==> src/rtl/eco32f_writeback_arb.sv <==
// Writeback stage: registers the memory-stage result (with load extraction) and
// arbitrates it against buffered late-unit results for the single RF write port.
module eco32f_writeback_arb #(
  parameter int unsigned NUM_LATE      = 2,
  parameter int unsigned RF_ADDR_WIDTH = 5,
  parameter int unsigned BIG_ENDIAN    = 1,
  parameter int unsigned DISCARD_R0    = 1
) (
  input  logic                              clk,
  input  logic                              rst,
  input  logic                              mem_stall,
  input  logic                              mem_valid,
  input  logic [31:0]                       mem_alu_result,
  input  logic [31:0]                       mem_lsu_result,
  input  logic                              mem_op_load,
  input  logic [1:0]                        mem_load_size,
  input  logic                              mem_load_signed,
  input  logic [1:0]                        mem_load_addr_lo,
  input  logic                              mem_rf_r_we,
  input  logic [RF_ADDR_WIDTH-1:0]          mem_rf_r_addr,
  input  logic [NUM_LATE-1:0]               late_valid,
  input  logic [32*NUM_LATE-1:0]            late_result,
  input  logic [RF_ADDR_WIDTH*NUM_LATE-1:0] late_addr,
  output logic [NUM_LATE-1:0]               late_ready,
  output logic [NUM_LATE-1:0]               late_pending,
  output logic [31:0]                       wb_rf_r,
  output logic                              wb_rf_r_we,
  output logic [RF_ADDR_WIDTH-1:0]          wb_rf_r_addr
);

  logic                     pipe_valid_reg;
  logic [RF_ADDR_WIDTH-1:0] pipe_addr_reg;
  logic [31:0]              pipe_data_reg;

  logic [NUM_LATE-1:0]      buf_valid_reg;
  logic [RF_ADDR_WIDTH-1:0] buf_addr_reg [NUM_LATE];
  logic [31:0]              buf_data_reg [NUM_LATE];

  logic [NUM_LATE-1:0]      late_drop;
  logic [NUM_LATE-1:0]      squash;
  logic [NUM_LATE-1:0]      drain;
  logic [RF_ADDR_WIDTH-1:0] sel_addr;
  logic [31:0]              sel_data;
  logic                     found;

  logic [1:0]  byte_lane;
  logic        half_lane;
  logic [7:0]  byte_sel;
  logic [15:0] half_sel;
  logic [31:0] pipe_data_next;
  logic        pipe_drop;

  // Lane numbering is flipped for big-endian so offset 0 maps to the top bits.
  always_comb begin
    byte_lane = (BIG_ENDIAN != 0) ? ~mem_load_addr_lo : mem_load_addr_lo;
    half_lane = (BIG_ENDIAN != 0) ? ~mem_load_addr_lo[1] : mem_load_addr_lo[1];
    byte_sel  = 8'(mem_lsu_result >> {byte_lane, 3'b000});
    half_sel  = 16'(mem_lsu_result >> {half_lane, 4'b0000});
    pipe_data_next = mem_alu_result;
    if (mem_op_load) begin
      case (mem_load_size)
        2'b00:   pipe_data_next = {{24{mem_load_signed & byte_sel[7]}}, byte_sel};
        2'b01:   pipe_data_next = {{16{mem_load_signed & half_sel[15]}}, half_sel};
        default: pipe_data_next = mem_lsu_result;
      endcase
    end
  end

  assign pipe_drop = (DISCARD_R0 != 0) && (mem_rf_r_addr == '0);

  // A stalled memory stage must not re-issue the same write, so valid drops.
  always_ff @(posedge clk) begin
    if (!rst) begin
      pipe_valid_reg <= 1'b0;
      pipe_addr_reg  <= '0;
      pipe_data_reg  <= '0;
    end else if (!mem_stall) begin
      pipe_valid_reg <= mem_valid & mem_rf_r_we & ~pipe_drop;
      pipe_addr_reg  <= mem_rf_r_addr;
      pipe_data_reg  <= pipe_data_next;
    end else begin
      pipe_valid_reg <= 1'b0;
    end
  end

  generate
    for (genvar gi = 0; gi < NUM_LATE; gi++) begin : g_chan
      assign late_drop[gi] = (DISCARD_R0 != 0) &&
                             (late_addr[RF_ADDR_WIDTH*gi +: RF_ADDR_WIDTH] == '0);
      // Late results are older than the pipeline write, so a matching one is dead.
      assign squash[gi]    = pipe_valid_reg && buf_valid_reg[gi] &&
                             (buf_addr_reg[gi] == pipe_addr_reg);
    end
  endgenerate

  always_comb begin
    drain    = '0;
    found    = 1'b0;
    sel_addr = pipe_addr_reg;
    sel_data = pipe_data_reg;
    if (!pipe_valid_reg) begin
      for (int i = 0; i < NUM_LATE; i++) begin
        if (buf_valid_reg[i] && !found) begin
          found    = 1'b1;
          drain[i] = 1'b1;
          sel_addr = buf_addr_reg[i];
          sel_data = buf_data_reg[i];
        end
      end
    end
  end

  always_ff @(posedge clk) begin
    if (!rst) begin
      buf_valid_reg <= '0;
      for (int i = 0; i < NUM_LATE; i++) begin
        buf_addr_reg[i] <= '0;
        buf_data_reg[i] <= '0;
      end
    end else begin
      for (int i = 0; i < NUM_LATE; i++) begin
        if (late_valid[i] && !buf_valid_reg[i]) begin
          buf_valid_reg[i] <= ~late_drop[i];
          buf_addr_reg[i]  <= late_addr[RF_ADDR_WIDTH*i +: RF_ADDR_WIDTH];
          buf_data_reg[i]  <= late_result[32*i +: 32];
        end else if (drain[i] || squash[i]) begin
          buf_valid_reg[i] <= 1'b0;
        end
      end
    end
  end

  assign late_ready   = ~buf_valid_reg;
  assign late_pending = buf_valid_reg;
  assign wb_rf_r_we   = pipe_valid_reg | (|buf_valid_reg);
  assign wb_rf_r      = sel_data;
  assign wb_rf_r_addr = sel_addr;

endmodule

==> config.mk <==
export PLATFORM = sky130hd
export DESIGN_NAME = eco32f_writeback_arb
export DESIGN_NICKNAME = d
export VERILOG_FILES = /design/src/rtl/eco32f_writeback_arb.sv
export SDC_FILE = /design/constraint.sdc
export NUM_CORES = 1
export LEC_CHECK = 0
export CAP_MARGIN = 20
export CELL_PAD_IN_SITES_DETAIL_PLACEMENT = 0
export CELL_PAD_IN_SITES_GLOBAL_PLACEMENT = 1
export CORE_ASPECT_RATIO = 1.25
export CORE_UTILIZATION = 35
export CTS_CLUSTER_DIAMETER = 120
export DETAILED_ROUTE_END_ITERATION = 7
export PLACE_DENSITY = 0.88
export SLEW_MARGIN = 10
export SYNTH_ARGS = -nofsm -noshare
export SYNTH_HDL_FRONTEND = slang
export SYNTH_SLANG_ARGS = --single-unit
==> constraint.sdc <==
create_clock -name clk -period 2.4 [get_ports clk]
set_clock_uncertainty 0.2 [all_clocks]
set_input_delay 0.6 -clock clk [delete_from_list [all_inputs] [get_ports clk]]
set_output_delay 0.6 -clock clk [all_outputs]
set_load 0.01 [all_outputs]
== Word-level counts from Yosys, hierarchy flattened ==
Memory sizes are Yosys's and may differ from the RTL's.
Cells that the tools add are included.
Storage, ports and cells
  flip-flop bits (word level): 40
  bits in writable memories: 74
  input bits: 156
  logic and storage cells: 75
  memories: 2
Memory list
  buf_data_reg: words 2, width 32, read ports 2, clocked after memory_dff 0, wr ports 2, line 37  | logic [31:0] buf_data_reg [NUM_LATE];
  buf_addr_reg: words 2, width 5, read ports 2, clocked after memory_dff 0, wr ports 2, line 36  | logic [RF_ADDR_WIDTH-1:0] buf_addr_reg [NUM_LATE];
Cells by class
  eq/ne operators: 3
  shift operators: 2
  multiplexer cells: 27
  bitwise operators: 16
  reduce and logical (&&, ||, !) cells: 20
Operator list (count)
  two-way mux 32 bit: 6
  one-hot mux 32 bit (2 select lines): 1
  >> shifter 32 x 5 -> 16 bit: 1
  >> shifter 32 x 5 -> 8 bit: 1
  two-way mux 5 bit: 5
  zero test 5 bit: 3
  two-way mux 1 bit: 14
  == test 5 bit: 2
  logical AND 1 bit: 7
  inverter 1 bit: 5
  OR 1 bit: 5
  AND 1 bit: 4
  inverter 2 bit: 2
  nonzero test 2 bit: 2
  OR reduction 2 bit: 2
  zero test 1 bit: 3
  == test 2 x 1 -> 1 bit (second input constant): 1
  zero test 2 bit: 1
  logical OR 1 bit: 2
  two-way mux 2 bit: 1

== Longest topological paths before layout ==
  word-level depth: 9
  depth in mapped cells: 7
  mapped depth without buffers: 4

== Worst setup path after synthesis ==
OpenSTA, ideal clock, no wires.
  path type: register -> output
  start: register buf_valid_reg[0], in the netlist late_pending[0]
  end: output port wb_rf_r_addr[2]
  arrival time: 1.464 ns
  required time: 1.600 ns
  slack: 0.136 ns
  cell stages (with the launch flop): 7
  path buffers: 2
  cells stage by stage: dfxtp_1 > clkbuf_1 > inv_1 > nor2_1 > clkbuf_1 > a22oi_1 > o21ai_0
On the way
  word-level cells in the longest chain between the ends: 6
  elaborated cells on any way between the ends: 7
  classes of those cells: mux: 5; reduce/logical: 2
RTL lines
  from (decl): line 35  | logic [NUM_LATE-1:0] buf_valid_reg;
  from (signal, indexed assignment): line 123  | buf_valid_reg[i] <= ~late_drop[i];
  two-way mux 1 bit: line 103  | if (buf_valid_reg[i] && !found) begin
  two-way mux 1 bit: line 101  | if (!pipe_valid_reg) begin
  zero test 1 bit: line 103
  logical AND 1 bit: line 103
  two-way mux 5 bit (*): line 103
  two-way mux 5 bit (*): line 101
  to (decl): line 28  | output logic [RF_ADDR_WIDTH-1:0] wb_rf_r_addr
Mark *: on every way between the ends. The rest lies on a longest branch, timed or not. The select of a mux whose other input is x is not followed.

== Final worst setup path ==
  start: register buf_valid_reg[1], in the netlist late_pending[1]
  end: output port wb_rf_r_addr[1]
On the way
  word-level cells in the longest chain between the ends: 3
RTL lines (line)
  logical AND 1 bit: 103
  two-way mux 5 bit: 103
  two-way mux 5 bit: 101
Every way passes these cells.

==> flow_summary.yaml <==
clock_network:
  clockBufferDepth: 2
  ctsHtreeMaxLevel: 4
  cts_made_buffers: 17
  clock_latency_ps: 410
  cts-hold-fix-buffers: 0
  ctsRootBufferMaster: "clkbuf_16"
  clock_sinks: 114
  clk_pin_slew_worst_paths_ps: 60
  cts_tree: "yes"
worst_setup_path:
  r2r_slack_ps: 690
  r2r-start: "late_pending[1]$_SDFFE_PN0P_"
  cp.required_ps: 1600
  cp_slowest_cell: "dfxtp_2"
  worstSetupPathType: "reg -> out"
  crit_chain: "inv_4 > nor2_4 > buf_8 > a22oi_1 > o21ai_1 > buf_2"
  critPathArrivalTime_ps: 1600
  ff2ff_path_depth: 6
  cpPeakStageDelay_ps: 350
  worst_r2r_endpoint: "buf_data_reg[0][41]$_SDFFCE_PN0P_"
  cp_max_fo: 12
  cp-start-kind: "register"
  endpoint_kind: "output pin"
routing:
  routed_via_density: 5.36
  drtAntennaViolNets: 0
  vias: 5890
  drt_wl_total_um: 20900
  drc: 0
  drt_iter0_markers: 395
  drt_pass1_iterations: 6
  drt-wirelength-per-cell_um: 19.0
power_and_ir_drop:
  ir_drop_uv: 458
  p_sw_mw: 1.57
  leakagePower_nw: 3.69
  internal-power_mw: 4.46
  pwr_density_cell_nw_per_um2: 634
  pwr-share-comb_pct: 19.9
  p_sw_share_pct: 26.0
  p_total_mw: 6.02
  clkPwrFrac_pct: 40.7
  pwr-share-seq_pct: 39.4
floorplanning:
  core_um2: 16800
  die-area_um2: 17800
  io_pins: 198
  die_y_um: 149
  die_x_um: 120
  start_util_pct: 36.0
  fp-row-count: 53
yosys:
  yosys.area.top_type: "edfxtp_1"
  ys_top_cells_by_area: "edfxtp_1, dfxtp_1, a22oi_1"
  synth_cells: 626
  ys_seq_elements: 114
  async_reset_ff_share_pct: 0
  yosys_warnings: 0
  synth_most_common_cell: "nand2_1"
  synth_cell_type_count: 44
  synth-main-ff-cell: "edfxtp_1"
  syn_area_um2: 6060
  synth_edf_count: 74
  yosysTopAreaCellShare_pct: 36.7
  synth_fp_nets: 782
  ys_seq_area_share_pct: 49.9
  synth_commonest_cells: "nand2_1, and2_1, edfxtp_1"
  syn-mean-instance-area_um2: 9.68
grt:
  grt_first_pass_wirelength_um: 31700
  grt_max_degree: 43
  grt-ovfl-total: 0
  grt_pass1_vias: 5787
  grt_antenna_before_repair: 0
  grt_use_total_pct: 23.6
final_layout:
  drive_gt1_share_pct: 23.1
  multiInputGateArea_um2: 3000
  area_growth_pct: 56.8
  register_area_um2: 3030
  fill_cells: 1515
  insertedDiodeCount: 0
  utilization_pct: 56.4
  nNetsFinal: 1021
  largest_reg_flops: 64
min_path:
  hp-class: "reg -> reg"
  hp-start: "pipe_data_reg[22]$_SDFFE_PN0N_"
  min_to: "pipe_data_reg[22]$_SDFFE_PN0N_"
  hold_depth: 2
timing:
  min_period_ps: 2400
  finalHoldViolCount: 0
  tightestPinTransition_ps: 449
  slew_viol_final: 0
  grt_setup_unrepaired: "true"
  setup_viol: 0
  period_share_pct: 99.9
  fmaxAchievable_mhz: 417
  relSlewSlack_pct: 69.8
place:
  dpl.hpwl_um: 15300
  portBuffers: 197
  globalplace.congestion: 0.861
job:
  drv_cap: 0
status:
  status: "finished, final reports clean"
[power by group through the flow]
| stage | sequential (mW) | combinational (mW) | clock, mW |
|---|---|---|---|
| 4_1_cts | 2.36 | 1.16 | 2.49 |
| 3_3_place_gp | 2.39 | 1.17 | 0 |
| 3_5_place_dp | 2.39 | 1.18 | 0 |
| 6_report | 2.37 | 1.20 | 2.45 |
| 5_1_grt | 2.39 | 1.29 | 2.56 |
| 2_1_floorplan | 2.36 | 0.492 | 0 |
[cell families after synthesis]
| family | Yosys count | synth area share, % |
|---|---|---|
| xor gates and xnor gates | 10 | 1.45 |
| DFF | 114 | 49.9 |
| buffers and inverters | 59 | 4.11 |
| AOI/OAI and AO/OA | 188 | 21.6 |
| muxes | 21 | 3.82 |
| and+or+nand+nor | 234 | 19.1 |
[worst max path at each step]
stage	depth (start not counted)	endpoint	from	slack, ps
final	6	wb_rf_r_addr[1]	late_pending[1]$_SDFFE_PN0P_	1
after floorplan	6	wb_rf_r_addr[2]	late_pending[0]$_SDFFE_PN0P_	140
after global placement	6	pipe_data_reg[21]$_SDFFE_PN0N_	mem_load_addr_lo[1]	-270
after detailed placement	6	pipe_data_reg[21]$_SDFFE_PN0N_	mem_load_addr_lo[1]	-300
after CTS	7	wb_rf_r[26]	late_pending[0]$_SDFFE_PN0P_	-50
after global routing	6	wb_rf_r[29]	late_pending[1]$_SDFFE_PN0P_	-60
[critical path, delay by kind of cell (launching register included)]
family                 cells  cell delay (ps)
buffers and inverters      3              390
flip-flops                 1              350
AO/OA/AOI/OAI              2              290
AND/OR/NAND/NOR            1              160
[area by class of cell]
cell class	count	share of cell area (%)
sequential	114	31.9
inverter	6	0.290
timing repair buffer	273	27.2
multi-input combinational	453	31.5
clock inverter	13	1.45
tap	220	2.90
clock buffer	19	4.66
[layout by cell type (no fill, tap or decap), types with 26 or more instances in the layout]
cell / n
buf_4: 50
buf_2: 37
clkdlybuf4s50_1: 156
nand2_1: 84
dfxtp_1: 37
a22oi_2: 30
o21ai_1: 42
edfxtp_1: 74
and2_1: 75
a22oi_1: 36
nand3_1: 26
[layer usage]
metal / GRT usage (%) / part of all wire [%] / vias up / wire (um)
met5: 0 / 0 / - / 0
met4: 8.94 / 2.3 / 0 / 479
met3: 4.97 / 6.4 / 33 / 1350
met2: 40.0 / 50 / 272 / 10400
met1: 29.3 / 42 / 2778 / 8680
li1: - / - / 2807 / -
[timing repair]
action	4_1_cts	5_1_grt
resized for setup	220	55
cloned	3	0
setup endpoints to repair	40	36
buffers inserted	1	6
pin swaps	3	24
[per-stage QoR]
stage | instance area, um^2 | TNS (ps) | cells | hold WS (ps) | setup WS [ps]
finish | 9500 | 0 | 1098 | 295 | 1.43
global route | 9500 | -557 | 1098 | 322 | -64.6
CTS | 9270 | -496 | 1095 | 275 | -52.0
detailed placement | 8730 | -9780 | 1059 | 268 | -302
global placement | 8730 | -8800 | 1059 | 258 | -273
floorplan | 6060 | 0 | 626 | 215 | 136
(Power assumes the default switching activity.)
==> variant, RTL diff (config.mk and constraints unchanged) <==
`RF_ADDR_WIDTH`: 5 -> 4.
--- a/src/rtl/eco32f_writeback_arb.sv
+++ b/src/rtl/eco32f_writeback_arb.sv
@@ -2,7 +2,7 @@
 // arbitrates it against buffered late-unit results for the single RF write port.
 module eco32f_writeback_arb #(
   parameter int unsigned NUM_LATE      = 2,
-  parameter int unsigned RF_ADDR_WIDTH = 5,
+  parameter int unsigned RF_ADDR_WIDTH = 4,
   parameter int unsigned BIG_ENDIAN    = 1,
   parameter int unsigned DISCARD_R0    = 1
 ) (
Ports: changed (resized late_addr, mem_rf_r_addr and wb_rf_r_addr); port bits go from 198 to 194. The function was not compared with the original's and may differ.
==> variant against the unedited design <==
Power fell by 18%. Sequential cell count fell by 3. Wire length fell by 4.0%. Worst setup slack improved by 16 ps. Critical path depth fell by 3. Area after synthesis fell by 2.6%. Design area fell by 9.5%. Largest power group is now sequential cells. Highest routed layer unchanged.
==> variant: results (changes against the unedited design) <==
{| class="wikitable"
! Metric !! Value
|-
| Pin count of the biggest net entering global routing || 73 (was 43)
|-
| Post-synthesis net count || 764 (was 782)
|-
| Reported leakage power || 0.00330 uW (was 0.00369 uW)
|-
| RePlAce Congestion || 0.889 (was 0.861)
|-
| Path category of the worst min-delay check || flip-flop to flip-flop (unchanged)
|-
| Ranking of synthesized cells by area || edfxtp_1, dfxtp_1, a22oi_1, and2_1, nand2_1 (unchanged)
|-
| DR vias || 5670 (was 5890)
|-
| FFs w/ async S/R, synth || 0% (unchanged)
|-
| Total number of yosys warnings || 0 (unchanged)
|-
| Crit-path max FO || 25 (was 12)
|-
| Antenna violations before repair || 1 (was 0)
|-
| Number of nets in the final layout || 971 (was 1021)
|-
| Clock latency of the later-clocked register in the worst-skew pair || 350 ps (was 410 ps)
|-
| Total length of routed wires || 20000 um (was 20900 um)
|-
| Htree depth || 3 (was 4)
|-
| Worst supply voltage drop on vdd || 0.384 mV (was 0.458 mV)
|-
| GRT Resource Usage Total || 22.7% (was 23.6%)
|-
| Total of fill cells in the finished design || 1482 (was 1515)
|-
| Final setup vio count || 0 (unchanged)
|-
| Maximum clock path buffer count || 2 (unchanged)
|-
| Max transition margin || 71.2% (was 69.8%)
|-
| Clock-pin slew on the worst setup and hold paths || 70 ps
|-
| Post-synth EDFFs || 72 (was 74)
|-
| Most frequent cells after synthesis || nand2_1, and2_1, edfxtp_1, a22oi_1, o21ai_0 (was nand2_1, and2_1, edfxtp_1, a22oi_1, clkbuf_1)
|-
| Wire length of the first global-routing pass || 30500 um (was 31700 um)
|-
| Critical path arrival || 1580 ps (was 1600 ps)
|-
| Detailed Routing Iterations Pass 1 || 6 (unchanged)
|-
| Vias in the first global route || 5609 (was 5787)
|-
| Sequential cell area fraction in the yosys report || 49.9% (about the same)
|-
| Status || finished, final reports clean (unchanged)
|-
| Antenna violation net count after detailed routing || 0 (unchanged)
|-
| Half-perimeter wire length of the detailed placement result || 14900 um (was 15300 um)
|-
| Cell variety after synth || 45 (was 44)
|-
| Root buffer cell || clkbuf_16 (unchanged)
|-
| Number of I/O port buffers || 193 (was 197)
|-
| Number of clock buffers inserted by TritonCTS || 9 (was 17)
|-
| Final Hold Fails || 0 (unchanged)
|-
| Number of DRC markers after the initial detailed-route iteration || 437 (was 395)
|-
| Fraction of final layout cells sized beyond drive strength 1 || 15.3% (was 23.1%)
|-
| Dpl ws || -298 ps (was -302 ps)
|-
| Number of flip-flops in the largest register || 64 (unchanged)
|}
-- variant: cell types whose count changed in the layout (fill, tap and decap cells not counted), moves of 8 or more --
cell	before	now
clkbuf_2	0	8
buf_2	37	24
a22oi_2	30	0
buf_4	50	42
clkbuf_16	17	9
o21ai_0	8	16
a22oi_1	36	65
-- variant: area by class of cell --
class / instances / area share [%]
antenna: 1 / 0.0291
clock buffer: 9 / 2.62
clock inverter: 7 / 0.946
inverter: 6 / 0.291
multi-input combinational: 442 / 31.9
sequential: 111 / 34.3
tap: 216 / 3.14
timing repair buffer: 248 / 26.8
-- variant: metrics by stage --
| stage | std cells | power [uW] | util (%) | instance area [um^2] |
|---|---|---|---|---|
| final | 1040 | 4940 | 52.6 | 8590 |
| after floorplan | 611 | 2780 | - | 5900 |
| after detailed placement | 1018 | 3450 | 51.1 | 8350 |
| after global routing | 1040 | 5130 | 52.6 | 8590 |
| after global placement | 1018 | 3420 | 51.1 | 8350 |
| after CTS | 1036 | 4960 | 53.1 | 8660 |
-- variant: kinds of logic after synthesis --
kind of cell           Yosys count  share of synthesized area (%)
AND/OR/NAND/NOR                230                           19.1
AO/OA/AOI/OAI                  184                           21.9
flip-flops                     111                           49.9
buffers and inverters           58                           4.18
multiplexers                    20                           3.75
XOR/XNOR                         8                           1.19
-- variant: path summary, 6_finish.rpt --
kind	slack, ps	depth (start not counted)	endpoint	from
max	20	3	late_ready[1]	late_pending[1]
min	280	2	pipe_data_reg[7]	pipe_data_reg[7]
max reg2reg	600	6	buf_data_reg[0][37]	late_pending[1]
min reg2reg	280	2	pipe_data_reg[7]	pipe_data_reg[7]
-- variant: per-layer routing --
layer	GRT usage [%]	wire length, um	up-vias
met5	0	0	-
met4	9.36	591	0
met3	3.14	1160	31
met2	38.0	9780	241
met1	29.5	8500	2721
li1	-	-	2677
-- variant: report_power, final --
part	switching (uW)	internal (uW)	leakage, uW	total (uW)
logic	523	566	0.00206	1090
registers	85.5	2200	0.00110	2290
clock network	733	826	0.000147	1560
-- variant: timing repair --
| item | CTS | global route |
|---|---|---|
| pin swaps | 2 | 2 |
| buffers inserted | 1 | 3 |
| gates cloned | 1 | 0 |
| endpoints found under the setup margin | 39 | 34 |
| resized for setup | 153 | 38 |
-- variant: critical path: stages (launching register included) --
cell and delay, ps:
dfxtp_2 340, inv_4 70, buf_6 230, clkdlybuf4s50_1 590
